`src/rtl/jt49_eg_sched.sv`:
```
// jt49_eg_sched: envelope register decode, prescaler/period timing and restart control.
// Optional macro JT49_EG_YM_RATE_EN selects the YM2149 doubled (32-step) envelope rate.
module jt49_eg_sched #(
    parameter int PRESCALE = 16,
    parameter int CNT_W    = 16
) (
    input  logic       clk,
    input  logic       rst_n,
    input  logic       cen,
    input  logic       wr,
    input  logic [3:0] addr,
    input  logic [7:0] din,
    output logic       step,
    output logic       null_period,
    output logic       restart,
    output logic [3:0] ctrl,
    output logic       running
);

    typedef enum logic [1:0] {IDLE, RESTART, RUN} state_t;

    localparam int PW = (PRESCALE > 2) ? $clog2(PRESCALE) : 1;
`ifdef JT49_EG_YM_RATE_EN
    localparam int TOP = PRESCALE / 2 - 1;
`else
    localparam int TOP = PRESCALE - 1;
`endif
    localparam logic [PW-1:0] PRE_TOP = PW'(TOP);

    state_t           state;
    state_t           phase;
    logic             pending;
    logic [PW-1:0]    pre_cnt;
    logic [CNT_W-1:0] period;
    logic [CNT_W-1:0] per_cnt;
    logic [15:0]      per16;
    logic             wr13;
    logic             tick;
    logic             expire;

    assign per16       = 16'(period);
    assign wr13        = wr && (addr == 4'd13);
    assign tick        = (pre_cnt == PRE_TOP);
    assign expire      = ({1'b0, per_cnt} + (CNT_W+1)'(1)) >= {1'b0, period};
    assign null_period = running && (period == '0);

    // A pending shape write pre-empts whatever the FSM would do this cen.
    always_comb begin
        phase = state;
        if (pending) phase = RESTART;
    end

    always_ff @(posedge clk or negedge rst_n) begin
        if (!rst_n) begin
            period  <= '0;
            ctrl    <= '0;
            restart <= 1'b0;
        end else begin
            restart <= wr13;
            if (wr) begin
                unique case (addr)
                    4'd11: period <= CNT_W'({per16[15:8], din});
                    4'd12: period <= CNT_W'({din, per16[7:0]});
                    4'd13: ctrl   <= din[3:0];
                    default: ;
                endcase
            end
        end
    end

    always_ff @(posedge clk or negedge rst_n) begin
        if (!rst_n) begin
            state   <= IDLE;
            pending <= 1'b0;
            pre_cnt <= '0;
            per_cnt <= '0;
            step    <= 1'b0;
            running <= 1'b0;
        end else begin
            if (cen) begin
                unique case (phase)
                    IDLE: begin
                        pre_cnt <= '0;
                        per_cnt <= '0;
                        step    <= 1'b0;
                    end
                    RESTART: begin
                        pre_cnt <= '0;
                        per_cnt <= '0;
                        step    <= 1'b0;
                        pending <= 1'b0;
                        running <= 1'b1;
                        state   <= RUN;
                    end
                    RUN: begin
                        step    <= 1'b0;
                        pre_cnt <= tick ? '0 : pre_cnt + PW'(1);
                        if (period == '0) begin
                            per_cnt <= '0;
                        end else if (tick) begin
                            if (expire) begin
                                per_cnt <= '0;
                                step    <= 1'b1;
                            end else begin
                                per_cnt <= per_cnt + CNT_W'(1);
                            end
                        end
                    end
                    default: state <= IDLE;
                endcase
            end
            // A write landing on the RESTART cen re-arms a second restart.
            if (wr13) pending <= 1'b1;
        end
    end

endmodule

```
`config.mk`:
```
export PLATFORM = sky130hd
export DESIGN_NAME = jt49_eg_sched
export DESIGN_NICKNAME = d
export VERILOG_FILES = /design/src/rtl/jt49_eg_sched.sv
export SDC_FILE = /design/constraint.sdc
export NUM_CORES = 1
export LEC_CHECK = 0
export BUFFER_PORTS_ARGS = -buffer_cell sky130_fd_sc_hd__buf_2
export CAP_MARGIN = 0
export CORE_MARGIN = 2
export CORE_UTILIZATION = 50
export CTS_CLUSTER_DIAMETER = 50
export CTS_CLUSTER_SIZE = 10
export DETAILED_ROUTE_END_ITERATION = 16
export PLACE_DENSITY = 0.72
export SLEW_MARGIN = 20
export SYNTH_ARGS = -nofsm -noshare
export SYNTH_HDL_FRONTEND = slang
export SYNTH_SLANG_ARGS = --single-unit
```
`constraint.sdc`:
```
create_clock -name clk -period 2.9 [get_ports clk]
set_input_delay 0.29 -clock clk [delete_from_list [all_inputs] [get_ports clk]]
set_output_delay 0.29 -clock clk [all_outputs]
set_load 0.01 [all_outputs]
```
After elaboration in Yosys (flattened, before gate mapping)
Cells that the tools add are included.

cells by class
  equal/unequal tests = 7
  reduce and logical (&&, ||, !) cells = 17
  add/subtract/negate cells = 3
  multiplexer cells = 16
  bitwise gates (word level) = 3
  order comparisons = 1

operators by type and width
  cell                                                              number
  16-bit case mux with 2 select lines                               2
  16-bit 2-to-1 mux                                                 3
  16-bit by 1-bit adder with 17-bit output (second input constant)  1
  17-bit by 16-bit greater-or-equal comparator with 1-bit output    1
  16-bit by 1-bit adder with 16-bit output (second input constant)  1
  4-bit == test (second input constant)                             4
  16-bit logical NOT                                                1
  2-bit AND reduction                                               5
  3-bit AND reduction                                               3
  4-bit case mux with 2 select lines                                1
  1-bit 2-to-1 mux                                                  6
  2-bit nonzero test                                                3
  4-bit by 1-bit adder with 4-bit output (second input constant)    1
  4-bit 2-to-1 mux                                                  1
  2-bit case mux with 2 select lines                                1
  2-bit OR reduction                                                2
  3-bit != test (second input constant)                             1
  1-bit NOT                                                         3
  2-bit by 1-bit == test with 1-bit output (second input constant)  1
  2-bit == test (second input constant)                             1
  1-bit logical AND                                                 2
  2-bit logical NOT                                                 1
  2-bit 2-to-1 mux                                                  1
  1-bit case mux with 2 select lines                                1

word-level totals
  register bits after elaboration = 46
  output and inout bits = 8
  input bits = 16
  logic and storage cells = 57

Longest topological paths before layout
Gate-level depths: netlist of run 1.

  depth in word-level cells = 6
  depth in mapped cells = 15
  depth with buffers taken out = 12

Least setup slack after synthesis of run 1
OpenSTA, ideal clock, no wires.

  kind = reg2reg
  start = register per_cnt[2]
  end = register per_cnt[11]
  library setup time = 0.131 ns
  arrival = 2.916 ns
  cell stages (with the launch flop) = 16
  buffers on the path = 3
  data required time = 2.769 ns
  path slack = -0.148 ns
  clock period less this slack = 3.048 ns
  cells stage by stage = dfrtp_1 nand3_1 or4b_1 buf_2 nand2b_4 and2_4 or2_1 ha_1 nand3_1 nor4_1 o21ai_0 and4_4 buf_8 buf_8 nand4b_1 o211ai_1

on the way
  word-level cells in the longest chain between the ends = 6
  elaborated cells between the ends (all ways) = 7
  classes of those cells = 2 x add/sub; 1 x order compare; 4 x mux

RTL lines
  what                                                            line  source
  start, declared                                                 35    logic [CNT_W-1:0] per_cnt;
  start signal, assigned                                          105   per_cnt <= per_cnt + CNT_W'(1);
  16-bit by 1-bit adder with 17-bit output                        44    assign expire = ({1'b0, per_cnt} + (CNT_W+1)'(1)) >= {1'b0, period};
  17-bit by 16-bit greater-or-equal comparator with 1-bit output  44
  16-bit 2-to-1 mux (*)                                           101   if (expire) begin
  16-bit 2-to-1 mux (*)                                           100   end else if (tick) begin
  16-bit 2-to-1 mux (*)                                           98    if (period == '0) begin
  16-bit case mux with 2 select lines (*)                         81    unique case (phase)

Mark *: on every way between the ends. The rest lies on a longest branch, timed or not. The select of a mux whose other input is x is not followed.
A chain may end at the register's enable or synchronous reset.

Final worst setup path of run 1
  start = register per_cnt[0]
  end = register per_cnt[2]

The elaborated chain is that of the path after synthesis.

==> metrics.yaml, run 1 <==
placement:
  pre_cts_ws_ns: -0.146
  hpwlAfterDp_um: 4350
  io_buffers: 23
  gp_congestion: 0.825
final_layout:
  layout-drive-gt1-share: 0.304
  nNetsFinal: 372
  n_antenna_cell: 0
  synthToLayoutAreaGrowth_pct: 25.5
floorplan:
  dieWidth_um: 76.1
  ioPinCount: 24
  die_height_um: 76.1
  fp-row-count: 26
  core-area_sq_um: 5070
  initial_core_util: 0.512
  die_area_sq_um: 5790
synthesis:
  synth_edf_count: 0
  ys_types: 42
  synthesis.nets: 315
  synthFlopType: "dfrtp_1"
  synth-seq-cells: 45
  synthTopCellsByCount: "nand2_1, dfrtp_1, inv_1, ha_1, o21ai_0"
  ys_warn_count: 0
  async_flop_share: 1.00
  synth_area_leaders: "dfrtp_1, ha_1, nand2_1, inv_1, o21ai_0"
  yosys.area.top_type: "dfrtp_1"
  yosysMostFrequentCell: "nand2_1"
  synth.top_cell.area_share: 0.433
  netlist_instances: 281
  seq_area_frac_synth: 0.433
  syn_area_sq_um: 2600
  avgSynthCellArea_sq_um: 9.25
grt:
  antenna_found_initial: 0
  grt_use_total: 0.220
  grt.overflow.total: 0
  grt_pass1_wl_um: 10300
  grt_pass1_vias: 2182
  grt_max_degree: 46
critical_path:
  worst-path-max-fanout: 7
  worstPathRequired_ns: 3.10
  crit_path_end_kind: "register"
  crit_type: "register to register"
  start_kind: "register"
  crit_arrival_ns: 3.39
drt:
  via_count: 2233
  final_antenna_net_count: 0
  route.detailed.drc: 0
  firstDrtPassIters: 4
  avgRoutedWirePerCell_um: 15.2
  wl_um: 6200
  drt_iter0_drc: 165
  viasPerCell: 5.46
clocking:
  clock_sinks: 45
  clock_latency_ns: 0.31
  cts_htree_levels: 2
  cts_tree: "built"
  ctsRootBufferMaster: "clkbuf_8"
  cts_buffer_depth: 2
  cts.clk_slew.worst_paths_ns: 0.09
  cts_made_buffers: 5
power_and_ir_drop:
  peakVddDrop_v: 0.000303
  p_clk_frac: 0.276
  seq_power_share: 0.521
  p_int_uw: 1010
  p_switching_uw: 477
  total_power_uw: 1490
  leakagePower_uw: 0.00159
  combPwrFrac: 0.202
  p_sw_frac: 0.321
  power_per_cell_area_nw_per_um2: 456
sta:
  finalSetupTns_ns: -3.25
  finalWorstSetupSlack_ns: -0.290
  min_period_over_period: 1.10
  skew_ns: 0.00341
  worst_hold_slack_ns: -0.0213
  finalSetupViolCount: 17
  tightest_slew_ns: 0.933
  fmax_ghz: 0.313
  final-hold-violation-count: 45
  rsz0062_at_grt: "true"
  drv_slew: 0
  relSlewSlack: 0.378
  period_needed_ns: 3.19
run_status:
  failed_checks: "negative hold slack, negative setup slack"
  status: "complete, but fails checks"
min_path:
  hp-class: "input pin to async pin"
run:
  drv_cap: 0
-- layer usage --
layer  part of all wire  GRT usage  vias to the layer above
met5                  0          0                        -
met4              0.013     0.0655                        0
met3              0.038     0.0332                        9
met2               0.50      0.376                       44
met1               0.45      0.291                     1083
li1                   -          -                     1097
-- registers in the layout, summed over array words and instances (netlist names) --
signal,cells
per16,16
per_cnt,16
ctrl,4
pre_cnt,4
pending,1
restart,1
running,1
state,1
step,1
-- final timing paths --
check / start / endpoint / slack [ns] / depth (start not counted)
min in group clk: din[0] / ctrl[0]$_DFFE_PN0P_ / 0.21 / 3
setup / recovery: per_cnt[0]$_DFFE_PN0P_ / per_cnt[2]$_DFFE_PN0P_ / -0.29 / 12
hold / removal: rst_n / ctrl[1]$_DFFE_PN0P_ / -0.02 / 1
setup reg to reg: per_cnt[0]$_DFFE_PN0P_ / per_cnt[2]$_DFFE_PN0P_ / -0.29 / 12
hold reg to reg: running$_DFFE_PN0P_ / running$_DFFE_PN0P_ / 0.48 / 2
max in group asynchronous: rst_n / per_cnt[15]$_DFFE_PN0P_ / 2.53 / 1
-- critical path, cell delays in order, from the launching register on --
cell	delay, ns
dfrtp_1	0.43
nand2_2	0.08
or4b_4	0.58
nand2b_4	0.16
and2_4	0.15
or2_4	0.23
ha_4	0.25
buf_4	0.14
nor2b_1	0.12
a31oi_1	0.16
and4_4	0.34
nand2_2	0.12
o311ai_1	0.31
-- cell families after synthesis --
family / after synthesis / share of synthesized area
simple gates: 117 / 0.230
compound gates: 46 / 0.111
flops: 45 / 0.433
buf+inv: 35 / 0.0640
fa+ha+maj: 18 / 0.0866
xor+xnor: 11 / 0.0371
mux: 9 / 0.0385
-- metrics by stage --
step / util / instances / hold WS (ns) / instance area [sq um]
2_1_floorplan: - / 281 / -0.00559 / 2630
3_3_place_gp: 0.587 / 392 / 0.445 / 2980
3_5_place_dp: 0.587 / 392 / 0.455 / 2980
4_1_cts: 0.621 / 406 / 0.184 / 3150
5_1_grt: 0.643 / 409 / 0.0308 / 3260
6_report: 0.643 / 409 / -0.0213 / 3260
-- power groups by stage --
stage / clock network, uW / logic, uW / registers [uW]
after floorplan: 0 / 184 / 774
after global placement: 0 / 266 / 783
after detailed placement: 0 / 280 / 786
after CTS: 418 / 280 / 774
after global routing: 441 / 341 / 787
final: 411 / 301 / 776
-- area by class of cell --
type                       instances  area (sq um)
fill                             412          1810
multi-input combinational        201          1440
sequential                        45          1130
timing repair buffer              60           423
inverter                          25          93.8
tap                               70          87.6
clock buffer                       5          68.8
clock inverter                     3          21.3
-- what timing repair did --
action	in CTS	in global routing
pin swaps	6	27
hold buffers	0	0
resized for setup	10	16
buffers inserted	6	3
setup endpoints to repair	16	17
endpoints found under the hold margin	0	0
-- cell usage in the layout (no fill, tap or decap), drive strengths merged, types with 3 or more instances in the layout --
cell type,netlist,layout
nand2b,4,4
nor2,13,13
ha,18,18
a31oi,3,3
buf,5,60
o211ai,4,4
o22ai,3,3
o21ai,18,18
xnor2,7,7
nand4b,4,4
nor4,5,5
and3,4,4
nor2b,3,3
dfrtp,45,45
clkbuf,5,5
and4,3,3
a32o,6,6
mux2,8,8
nand4,7,7
nand3,12,12
inv,25,26
nand2,53,53
xor2,4,4
a21oi,9,9
No activity file was read; power rests on OpenSTA's default activity.
==> run 2: changes to the inputs <==
--- a/config.mk
+++ b/config.mk
@@ -13,6 +13,7 @@
 export CTS_CLUSTER_SIZE = 10
 export DETAILED_ROUTE_END_ITERATION = 16
 export PLACE_DENSITY = 0.72
+export RECOVER_POWER = 25
 export SLEW_MARGIN = 20
 export SYNTH_ARGS = -nofsm -noshare
 export SYNTH_HDL_FRONTEND = slang
==> metrics.yaml, run 2 (synthesis gave the netlist of run 1 again) <==
critical_path:
  worstPathRequired_ns: 3.10  # about the same
  cpMostUsedCell: "nand2_2"
  crit_path_end_kind: "register"
  cp_top_family: "simple AND/OR/NAND/NOR gates"
  crit_type: "register to register"
  worst-path-max-fanout: 7  # unchanged
  start_kind: "register"
  crit_buf_inv: 1  # unchanged
  cp_slowest_cell: "or4b_4"
  max_stage_delay_ns: 0.58  # about the same
  r2r_setup_slack_ns: -0.29  # about the same
  critical_path.cell_chain: "nand2_2, or4b_4, nand2b_4, and2_4, or2_4, ha_4, buf_4, nor2b_1, a31oi_1, and4_4, nand2_2, o311ai_1"
  crit_arrival_ns: 3.39  # about the same
final_layout:
  final_common_cell: "nand2_1"
  n_antenna_cell: 0  # unchanged
  fillerInstances: 412  # unchanged
  synthToLayoutAreaGrowth_pct: 25.4
  fin_cells: 409  # unchanged
  utilization: 0.642  # -0.000740
  fin_area_sq_um: 3260  # -0.11%
  layout_common_cells: "nand2_1, dfrtp_1, buf_4"
  layout-drive-gt1-share: 0.301  # -0.00295
  nNetsFinal: 372  # unchanged
placement:
  io_buffers: 23  # unchanged
  hpwlAfterDp_um: 4350  # unchanged
  gp_congestion: 0.825  # unchanged
  place_area_sq_um: 2980  # unchanged
  dp_cells: 392  # unchanged
grt:
  grt_use_total: 0.220  # unchanged
  grt.overflow.total: 0  # unchanged
  grt_max_degree: 46  # unchanged
  grt_pass1_vias: 2182  # unchanged
  antenna_found_initial: 0  # unchanged
  grt_pass1_wl_um: 10300  # unchanged
drt:
  drt_iter0_drc: 165  # unchanged
  final_antenna_net_count: 0  # unchanged
  route.detailed.drc: 0  # unchanged
  firstDrtPassIters: 4  # unchanged
  wl_um: 6200  # about the same
  via_count: 2234  # +0.045%
  avgRoutedWirePerCell_um: 15.2  # about the same
  viasPerCell: 5.46  # about the same
power_and_ir_drop:
  p_switching_uw: 477  # about the same
  p_sw_frac: 0.321  # about the same
  seq_power_share: 0.522  # about the same
  power_per_cell_area_nw_per_um2: 456  # about the same
  combPwrFrac: 0.202  # about the same
  peakVddDrop_v: 0.000303  # about the same
  p_int_uw: 1010  # about the same
  leakagePower_uw: 0.00159  # -0.23%
  p_clk_frac: 0.276  # about the same
floorplan:
  ioPinCount: 24  # unchanged
  die_area_sq_um: 5790  # unchanged
  dieWidth_um: 76.1  # unchanged
  initial_core_util: 0.512  # unchanged
  die_height_um: 76.1  # unchanged
  fp-row-count: 26  # unchanged
  core-area_sq_um: 5070  # unchanged
clocking:
  cts.clk_slew.worst_paths_ns: 0.09  # about the same
  clock_sinks: 45  # unchanged
  cts_made_buffers: 5  # unchanged
  cts_tree: "built"
  ctsRootBufferMaster: "clkbuf_8"
  cts_buffer_depth: 2  # unchanged
  cts_htree_levels: 2  # unchanged
  clock_latency_ns: 0.31  # about the same
run:
  drv_cap: 1  # +1
sta:
  finalSetupTns_ns: -3.25  # -0.0000200 ns
  skew_ns: 0.00339  # -0.0000219 ns
  min_period_over_period: 1.10  # unchanged
  finalSetupViolCount: 17  # unchanged
  relSlewSlack: -0.635  # -1.01
  final-hold-violation-count: 0  # -100%
  rsz0062_at_grt: "true"
  period_needed_ns: 3.19  # unchanged
  tightest_slew_ns: 2.45  # +1.52 ns
  fmax_ghz: 0.313  # unchanged
  drv_slew: 46  # +46
  finalWorstSetupSlack_ns: -0.290  # unchanged
min_path:
  hp-class: "input pin to register"
run_status:
  status: "complete, but fails checks"
  failed_checks: "max-capacitance violations, max-slew violations, negative setup slack"
-- run 2: cell count changes in the layout (fill, tap and decap cells not counted), sizes merged --
cell	change
buf	-1
clkbuf	+1
-- run 2: metal layers --
| layer | GRT usage | part of all wire | up-vias |
|---|---|---|---|
| met5 | 0 | 0 | - |
| met4 | 0.0655 | 0.013 | 0 |
| met3 | 0.0332 | 0.038 | 9 |
| met2 | 0.376 | 0.50 | 44 |
| met1 | 0.291 | 0.45 | 1083 |
| li1 | - | - | 1098 |
-- run 2: repair_timing --
item,4_1_cts,5_1_grt
pin swaps,6,27
cloned,0,0
endpoints found under the setup margin,16,17
setup buffers,6,3
resized for setup,10,16
hold buffers,0,0
-- run 2: area by class of cell --
class,instances,area [sq um],area share
inverters,25,93.8,0.0288
well taps,70,87.6,0.0269
clock buffers,5,68.8,0.0211
flip-flops and latches,45,1130,0.345
multi-input cells,201,1440,0.443
clock inverters,3,21.3,0.00653
repair buffers,60,419,0.129
-- run 2: worst min-delay path: stages --
cell	delay, ns
buf_2	0.10
nand2_1	0.05
nand2_1	0.05
-- run 2: worst paths after layout --
| kind | to | from | depth (start not counted) |
|---|---|---|---|
| max | per_cnt[2]$_DFFE_PN0P_ | per_cnt[0]$_DFFE_PN0P_ | 12 |
| min | ctrl[0]$_DFFE_PN0P_ | din[0] | 3 |
| max reg2reg | per_cnt[2]$_DFFE_PN0P_ | per_cnt[0]$_DFFE_PN0P_ | 12 |
| min reg2reg | running$_DFFE_PN0P_ | running$_DFFE_PN0P_ | 2 |
| max in group asynchronous | per_cnt[15]$_DFFE_PN0P_ | rst_n | 1 |
| min in group asynchronous | ctrl[1]$_DFFE_PN0P_ | rst_n | 1 |
-- run 2: per-stage QoR --
stage,setup WS (ns),total power (uW),hold slack [ns]
after global routing,-0.391,1570,0.238
after global placement,-0.117,1050,0.445
final,-0.290,1490,0.209
after floorplan,-0.0600,958,-0.00559
after detailed placement,-0.146,1070,0.455
after CTS,-0.0953,1470,0.184
-- run 2: power by group through the flow --
stage	clock [uW]	combinational, uW	sequential (uW)
2_1_floorplan	0	184	774
3_3_place_gp	0	266	783
3_5_place_dp	0	280	786
4_1_cts	418	280	774
5_1_grt	441	340	787
6_report	411	300	776
